`src/rtl/cordic_pkg.sv`:
```
// Shared definitions for the iterative CORDIC engine: FSM state encoding,
// operating-mode constants, the arctangent table generator and the gain
// compensation constant. The optional gain stage is enabled with the
// CORDIC_GAIN_COMP_EN macro (see cordic_iter_engine.sv).
package cordic_pkg;

  typedef enum logic [1:0] {
    ST_IDLE = 2'd0,
    ST_RUN  = 2'd1,
    ST_GAIN = 2'd2,
    ST_DONE = 2'd3
  } cordic_state_e;

  localparam logic MODE_ROT = 1'b0;
  localparam logic MODE_VEC = 1'b1;

  localparam real CORDIC_PI       = 3.14159265358979323846;
  localparam real CORDIC_GAIN_INV = 0.607252935;

  // Angle scale: 2^(width-1) represents pi, so atan_0 = pi/4 = 2^(width-3).
  function automatic int cordic_atan(input int i, input int width);
    real a;
    a = $atan(2.0 ** (-i)) / CORDIC_PI * (2.0 ** (width - 1));
    return $rtoi(a + 0.5);
  endfunction

  // 1/K in the same Q(width-1) fixed-point scale as the data path.
  function automatic int cordic_gain(input int width);
    real g;
    g = CORDIC_GAIN_INV * (2.0 ** (width - 1));
    return $rtoi(g + 0.5);
  endfunction

endpackage

```
`src/rtl/cordic_iter_engine_if.sv`:
```
// Handshake and operand/result bundle for cordic_iter_engine.
// master drives the request side, slave is the engine itself.
interface cordic_iter_engine_if #(
  parameter int WIDTH = 19
);

  logic                    start;
  logic                    mode;
  logic signed [WIDTH-1:0] x_in;
  logic signed [WIDTH-1:0] y_in;
  logic signed [WIDTH-1:0] z_in;
  logic                    busy;
  logic                    done;
  logic signed [WIDTH-1:0] x_out;
  logic signed [WIDTH-1:0] y_out;
  logic signed [WIDTH-1:0] z_out;

  modport master (
    output start, mode, x_in, y_in, z_in,
    input  busy, done, x_out, y_out, z_out
  );

  modport slave (
    input  start, mode, x_in, y_in, z_in,
    output busy, done, x_out, y_out, z_out
  );

endinterface

```
`src/rtl/cordic_micro_rotation.sv`:
```
// One combinational CORDIC micro-rotation: arithmetic shifts by the
// iteration index, conditional add/subtract on x/y and the angle update.
// Direction d is chosen from z (rotation) or from y (vectoring).
module cordic_micro_rotation
  import cordic_pkg::*;
#(
  parameter int WIDTH = 19,
  parameter int SHW   = $clog2(WIDTH)
) (
  input  logic                    mode,
  input  logic [SHW-1:0]          shift,
  input  logic signed [WIDTH-1:0] x_i,
  input  logic signed [WIDTH-1:0] y_i,
  input  logic signed [WIDTH-1:0] z_i,
  input  logic signed [WIDTH-1:0] atan_i,
  output logic signed [WIDTH-1:0] x_o,
  output logic signed [WIDTH-1:0] y_o,
  output logic signed [WIDTH-1:0] z_o
);

  logic signed [WIDTH-1:0] x_sh;
  logic signed [WIDTH-1:0] y_sh;
  logic                    d_pos;

  // Pick the rotation direction and apply one shift-add step (wraps mod 2^WIDTH).
  always_comb begin
    x_sh = x_i >>> shift;
    y_sh = y_i >>> shift;
    if (mode == MODE_VEC) begin
      d_pos = y_i[WIDTH-1];
    end else begin
      d_pos = ~z_i[WIDTH-1];
    end
    if (d_pos) begin
      x_o = x_i - y_sh;
      y_o = y_i + x_sh;
      z_o = z_i - atan_i;
    end else begin
      x_o = x_i + y_sh;
      y_o = y_i - x_sh;
      z_o = z_i + atan_i;
    end
  end

endmodule

```
`src/rtl/cordic_iter_engine.sv`:
```
// Iterative CORDIC engine: one micro-rotation per clock in RUN, results
// held in the working registers which double as the outputs.
// Optional gain compensation stage: define CORDIC_GAIN_COMP_EN to insert a
// GAIN state that scales x and y by 1/K after the last micro-rotation.
module cordic_iter_engine
  import cordic_pkg::*;
#(
  parameter int WIDTH = 19,
  parameter int ITERS = 16
) (
  input  logic                 clk,
  input  logic                 rst_n,
  cordic_iter_engine_if.slave  bus
);

  localparam int CNT_W = $clog2(WIDTH);
  localparam int TAB_N = 2 ** CNT_W;
  localparam logic [CNT_W-1:0] LAST_IT = CNT_W'(ITERS - 1);

  cordic_state_e           state_q, state_d;
  logic [CNT_W-1:0]        cnt_q, cnt_d;
  logic                    mode_q, mode_d;
  logic signed [WIDTH-1:0] x_q, x_d;
  logic signed [WIDTH-1:0] y_q, y_d;
  logic signed [WIDTH-1:0] z_q, z_d;

  logic signed [WIDTH-1:0] x_rot, y_rot, z_rot;
  logic signed [WIDTH-1:0] atan_tab [TAB_N];

  // Table is sized to the full counter range so any counter value indexes it.
  for (genvar g = 0; g < TAB_N; g++) begin : g_atan
    localparam int ATAN_G = cordic_atan(g, WIDTH);
    assign atan_tab[g] = WIDTH'(ATAN_G);
  end

  cordic_micro_rotation #(
    .WIDTH (WIDTH),
    .SHW   (CNT_W)
  ) u_rot (
    .mode   (mode_q),
    .shift  (cnt_q),
    .x_i    (x_q),
    .y_i    (y_q),
    .z_i    (z_q),
    .atan_i (atan_tab[cnt_q]),
    .x_o    (x_rot),
    .y_o    (y_rot),
    .z_o    (z_rot)
  );

`ifdef CORDIC_GAIN_COMP_EN
  localparam int GAIN_I = cordic_gain(WIDTH);
  localparam logic [WIDTH-1:0] GAIN_K = WIDTH'(GAIN_I);

  logic [2*WIDTH-1:0] x_prod;
  logic [2*WIDTH-1:0] y_prod;

  // Sign-extended operands so the low 2*WIDTH product bits equal the signed product.
  always_comb begin
    x_prod = {{WIDTH{x_q[WIDTH-1]}}, x_q} * {{WIDTH{1'b0}}, GAIN_K};
    y_prod = {{WIDTH{y_q[WIDTH-1]}}, y_q} * {{WIDTH{1'b0}}, GAIN_K};
  end
`endif

  // Next-state, counter and working-register update.
  always_comb begin
    state_d = state_q;
    cnt_d   = cnt_q;
    mode_d  = mode_q;
    x_d     = x_q;
    y_d     = y_q;
    z_d     = z_q;
    case (state_q)
      ST_IDLE, ST_DONE: begin
        if (bus.start) begin
          mode_d  = bus.mode;
          x_d     = bus.x_in;
          y_d     = bus.y_in;
          z_d     = bus.z_in;
          cnt_d   = '0;
          state_d = ST_RUN;
        end else if (state_q == ST_DONE) begin
          state_d = ST_IDLE;
        end
      end
      ST_RUN: begin
        x_d   = x_rot;
        y_d   = y_rot;
        z_d   = z_rot;
        cnt_d = cnt_q + CNT_W'(1);
        if (cnt_q == LAST_IT) begin
`ifdef CORDIC_GAIN_COMP_EN
          state_d = ST_GAIN;
`else
          state_d = ST_DONE;
`endif
        end
      end
      ST_GAIN: begin
`ifdef CORDIC_GAIN_COMP_EN
        x_d     = x_prod[2*WIDTH-2:WIDTH-1];
        y_d     = y_prod[2*WIDTH-2:WIDTH-1];
        state_d = ST_DONE;
`else
        state_d = ST_IDLE;
`endif
      end
      default: state_d = ST_IDLE;
    endcase
  end

  // State and working registers with synchronous active-low reset.
  always_ff @(posedge clk) begin
    if (!rst_n) begin
      state_q <= ST_IDLE;
      cnt_q   <= '0;
      mode_q  <= MODE_ROT;
      x_q     <= '0;
      y_q     <= '0;
      z_q     <= '0;
    end else begin
      state_q <= state_d;
      cnt_q   <= cnt_d;
      mode_q  <= mode_d;
      x_q     <= x_d;
      y_q     <= y_d;
      z_q     <= z_d;
    end
  end

  // Status decode and result outputs straight from the registers.
  always_comb begin
    bus.busy  = (state_q == ST_RUN) || (state_q == ST_GAIN);
    bus.done  = (state_q == ST_DONE);
    bus.x_out = x_q;
    bus.y_out = y_q;
    bus.z_out = z_q;
  end

endmodule
```
`src/flat_wrapper.sv`:
```
// flat-port wrapper written by rule: the top's interface ports become plain ports
module cordic_iter_engine_flat import cordic_pkg::*;
#(
  parameter int WIDTH = 19,
  parameter int ITERS = 16
)
  (clk, rst_n, bus_start, bus_mode, bus_x_in, bus_y_in, bus_z_in, bus_busy, bus_done, bus_x_out, bus_y_out, bus_z_out);
  cordic_iter_engine_if #(.WIDTH(WIDTH)) bus_i ();
  input  logic clk;
  input  logic rst_n;
  input wire logic [$bits(bus_i.start)-1:0] bus_start;
  input wire logic [$bits(bus_i.mode)-1:0] bus_mode;
  input wire logic [$bits(bus_i.x_in)-1:0] bus_x_in;
  input wire logic [$bits(bus_i.y_in)-1:0] bus_y_in;
  input wire logic [$bits(bus_i.z_in)-1:0] bus_z_in;
  output wire logic [$bits(bus_i.busy)-1:0] bus_busy;
  output wire logic [$bits(bus_i.done)-1:0] bus_done;
  output wire logic [$bits(bus_i.x_out)-1:0] bus_x_out;
  output wire logic [$bits(bus_i.y_out)-1:0] bus_y_out;
  output wire logic [$bits(bus_i.z_out)-1:0] bus_z_out;
  assign bus_i.start = bus_start;
  assign bus_i.mode = bus_mode;
  assign bus_i.x_in = bus_x_in;
  assign bus_i.y_in = bus_y_in;
  assign bus_i.z_in = bus_z_in;
  assign bus_busy = bus_i.busy;
  assign bus_done = bus_i.done;
  assign bus_x_out = bus_i.x_out;
  assign bus_y_out = bus_i.y_out;
  assign bus_z_out = bus_i.z_out;
  cordic_iter_engine #(.WIDTH(WIDTH), .ITERS(ITERS)) u_core (.clk(clk), .rst_n(rst_n), .bus(bus_i));
endmodule
```
`config.mk`:
```
export PLATFORM = sky130hd
export DESIGN_NAME = cordic_iter_engine_flat
export DESIGN_NICKNAME = d
export VERILOG_FILES = /design/src/rtl/cordic_pkg.sv /design/src/rtl/cordic_iter_engine_if.sv /design/src/rtl/cordic_micro_rotation.sv /design/src/rtl/cordic_iter_engine.sv /design/src/flat_wrapper.sv
export SDC_FILE = /design/constraint.sdc
export NUM_CORES = 1
export LEC_CHECK = 0
export ABC_AREA = 1
export CAP_MARGIN = 20
export CORE_MARGIN = 2
export CORE_UTILIZATION = 45
export DETAILED_ROUTE_END_ITERATION = 10
export GPL_TIMING_DRIVEN = 0
export PLACE_DENSITY = 0.67
export SLEW_MARGIN = 20
export SYNTH_ARGS = -nofsm -noshare
export SYNTH_HDL_FRONTEND = slang
export SYNTH_HIERARCHICAL = 1
export SYNTH_SLANG_ARGS = --single-unit
```
`constraint.sdc`:
```
create_clock -name clk -period 4.5 [get_ports clk]
set_clock_uncertainty 0.15 [all_clocks]
set_input_delay 0.9 -clock clk [delete_from_list [all_inputs] [get_ports clk]]
set_output_delay 0.9 -clock clk [all_outputs]
set_load 0.02 [all_outputs]
```
==> flow_summary.json, run 1 <==
{
  "grt_pass1_vias": 10210,
  "syn_to_final_growth_pct": 30.99,
  "slowest_delay_ps": 400,
  "drc": 0,
  "seq_area_frac_synth_pct": 14.20,
  "worstMarginPinSlew_ps": 700.5,
  "relSlewSlack_pct": 53.30,
  "nNetsFinal": 1963,
  "highest-signal-layer": "met4",
  "fmax_mhz": 224.3,
  "setup_viol": 0,
  "path_clk_slew_ps": 60,
  "ys.flop_type": "dfxtp_1",
  "syn_area_um2": 9166,
  "pin_count": 120,
  "syn_inst": 1658,
  "port_buffers": 118,
  "yosys.area.top_type": "nand2_1",
  "row_count": 52,
  "cap_violations": 0,
  "period_share_pct": 99.08,
  "met3WireLength_mm": 2.318,
  "fin_crit_ps": 4458,
  "start_kind": "flop",
  "yosys_warnings": 6,
  "wl_mm": 35.46,
  "synth_area_per_cell_um2": 5.529,
  "dpl.cell_count": 2048,
  "final_antenna_net_count": 0,
  "grt_overflow_total": 0,
  "die_height_um": 146.7,
  "first_iter_violations": 1094,
  "grt_setup_unrepaired": "yes",
  "finalInstanceArea_um2": 12010,
  "ys_top_cells_by_count": "nand2_1 (598), nor2_1 (230), nand3_1 (151)",
  "grt_pass1_wl_mm": 53.79,
  "async_flop_share_pct": 0,
  "instances_no_fill": 2108,
  "tritoncts": "yes",
  "cp_top_family": "simple AND/OR/NAND/NOR gates",
  "gp_congestion": 0.9899,
  "fill_cells": 2060,
  "place_area_um2": 10690,
  "hp-class": "flop to flop",
  "synth.distinct_cells": 43,
  "crit_arrival_ps": 4590,
  "slew_violations": 0,
  "h-tree-depth": 3,
  "dr.pass1.iters": 7,
  "viasPerCell": 5.446,
  "grt_max_degree": 14,
  "cts_hold_buf": 0,
  "clockBufferDepth": 2,
  "synth-edff-count": 0,
  "critPathKind": "flop to flop",
  "cts-buffers-inserted": 9,
  "synth_top_area_share_pct": 24.49,
  "grt_antenna_before_repair": 1,
  "dieArea_um2": 21530,
  "crit_buf_inv": 4,
  "final_util_pct": 59.72,
  "die_w_um": 146.7,
  "start_util_pct": 45.59,
  "path_max_fanout": 6,
  "dp.final_hpwl_mm": 27.07,
  "cts_root_buf": "clkbuf_16",
  "via_count": 11480,
  "hold_violations": 0,
  "slowest_stage": "dfxtp_4",
  "drive_gt1_share_pct": 13.50,
  "cts_num_sinks": 65,
  "core_um2": 20100,
  "critPathCaptureType": "flop",
  "clock_latency_ps": 350,
  "ys_seq_elements": 65,
  "status": "finished, final reports clean",
  "post_drt_wl_per_cell_um": 16.82,
  "grt_usage_pct": 31.40,
  "netlist_top_cells_area": "nand2_1 (24%), dfxtp_1 (14%), nor2_1 (9.4%), ha_1 (9.1%), nand3_1 (8.2%)",
  "wl_met1_mm": 15.89,
  "dr_wl_met2_mm": 16.13,
  "cp_common_cell": "nand2_1",
  "required_ps": 4640,
  "yosysMostFrequentCell": "nand2_1"
}
state kept, by name, indices dropped and copies added (netlist names):
signal            count
u_core/state_q        2
u_core/mode_q         1
u_core/bus.y_out     19
u_core/bus.z_out     19
u_core/bus.x_out     19
u_core/cnt_q          5
layout by cell type, fill, tap and decap left out, types with 5 or more instances in the layout:
| cell | count |
|---|---|
| buf_2 | 27 |
| nor2_2 | 13 |
| dfxtp_1 | 58 |
| a21oi_1 | 74 |
| buf_8 | 5 |
| clkbuf_2 | 7 |
| nor2_1 | 217 |
| ha_4 | 7 |
| xnor2_1 | 31 |
| a21oi_2 | 9 |
| buf_6 | 6 |
| o21ai_2 | 9 |
| nand3_2 | 7 |
| o21ai_1 | 17 |
| inv_1 | 93 |
| o211ai_1 | 7 |
| clkdlybuf4s50_1 | 118 |
| buf_4 | 49 |
| nand2_2 | 32 |
| dfxtp_2 | 5 |
| clkbuf_1 | 10 |
| nor2_4 | 6 |
| nand3_1 | 144 |
| xor2_1 | 58 |
| nand4_1 | 12 |
| nand2_1 | 566 |
| inv_2 | 11 |
| ha_1 | 56 |
| clkbuf_16 | 12 |
| o21ai_0 | 99 |
cell type report:
| type | count | area [um2] | share of cell area [%] |
|---|---|---|---|
| plain buffers | 69 | 469.2 | 3.908 |
| inverters | 110 | 429.2 | 3.574 |
| clock inverters | 7 | 100.1 | 0.8337 |
| well taps | 270 | 337.8 | 2.814 |
| flip-flops and latches | 65 | 1315 | 10.95 |
| repair buffers | 162 | 1572 | 13.09 |
| clock buffers | 9 | 225.2 | 1.876 |
| diodes | 1 | 2.502 | 0.02084 |
| multi-input cells | 1415 | 7556 | 62.93 |
worst paths after layout:
kind | start | end | slack [ps] | depth (start not counted)
setup reg to reg | u_core/cnt_q[0]$_SDFFE_PN0P_ | u_core/bus.y_out[16]$_SDFFE_PN0P_ | 40 | 33
hold reg to reg | u_core/state_q[1]$_SDFFE_PN0P_ | u_core/state_q[1]$_SDFFE_PN0P_ | 360 | 2
setup / recovery | u_core/cnt_q[0]$_SDFFE_PN0P_ | u_core/bus.y_out[16]$_SDFFE_PN0P_ | 40 | 33
hold / removal | u_core/state_q[1]$_SDFFE_PN0P_ | u_core/state_q[1]$_SDFFE_PN0P_ | 360 | 2
per-stage QoR:
stage	setup WS [ps]	setup TNS [ps]	hold WS, ps
4_1_cts	11.33	0	367.4
2_1_floorplan	340.5	0	312.4
6_report	41.53	0	361.9
3_3_place_gp	-904.7	-8425	353.2
3_5_place_dp	-903.8	-8390	354.8
5_1_grt	-147.1	-965.3	392.3
per-layer routing:
layer,vias up,global-route usage [%]
met5,-,0
met1,5255,43.45
li1,5714,-
met3,63,4.130
met2,448,49.69
met4,0,12.23
tightest hold or removal path, delay by kind of cell, from the launching register on:
kind,cells,cell delay (ps)
and+or+nand+nor,1,80
DFF,1,340
AOI/OAI and AO/OA,1,50
cell families (layout without fill, tap and decap cells):
family,Yosys count,in the layout,synth area share [%]
buffers and inverters,180,357,8.872
other,1,4,0.04091
and+or+nand+nor,1020,1020,45.04
AOI/OAI and AO/OA,232,232,13.45
DFF,65,65,14.20
xor gates and xnor gates,90,90,8.600
adders and majority gates,70,70,9.801
what timing repair did:
action,in CTS,in global routing
endpoints found under the setup margin,24,24
buffers inserted,4,37
gates cloned,0,3
gates resized for setup,31,139
pin swaps,4,76
Power of run 1 is not shown: default switching activity piles up to over one toggle a cycle in this logic, so the estimate is an artifact.
==> run 2: changes to the inputs <==
--- a/config.mk
+++ b/config.mk
@@ -9,8 +9,10 @@
 export CAP_MARGIN = 20
 export CORE_MARGIN = 2
 export CORE_UTILIZATION = 45
+export CTS_CLUSTER_DIAMETER = 60
 export DETAILED_ROUTE_END_ITERATION = 10
 export GPL_TIMING_DRIVEN = 0
+export HOLD_SLACK_MARGIN = 0.12
 export PLACE_DENSITY = 0.67
 export SLEW_MARGIN = 20
 export SYNTH_ARGS = -nofsm -noshare
==> results of run 2 <==
No change in the layout: final DEF, timing and power equal those of run 1.
Power of run 2 is left out for the same reason.
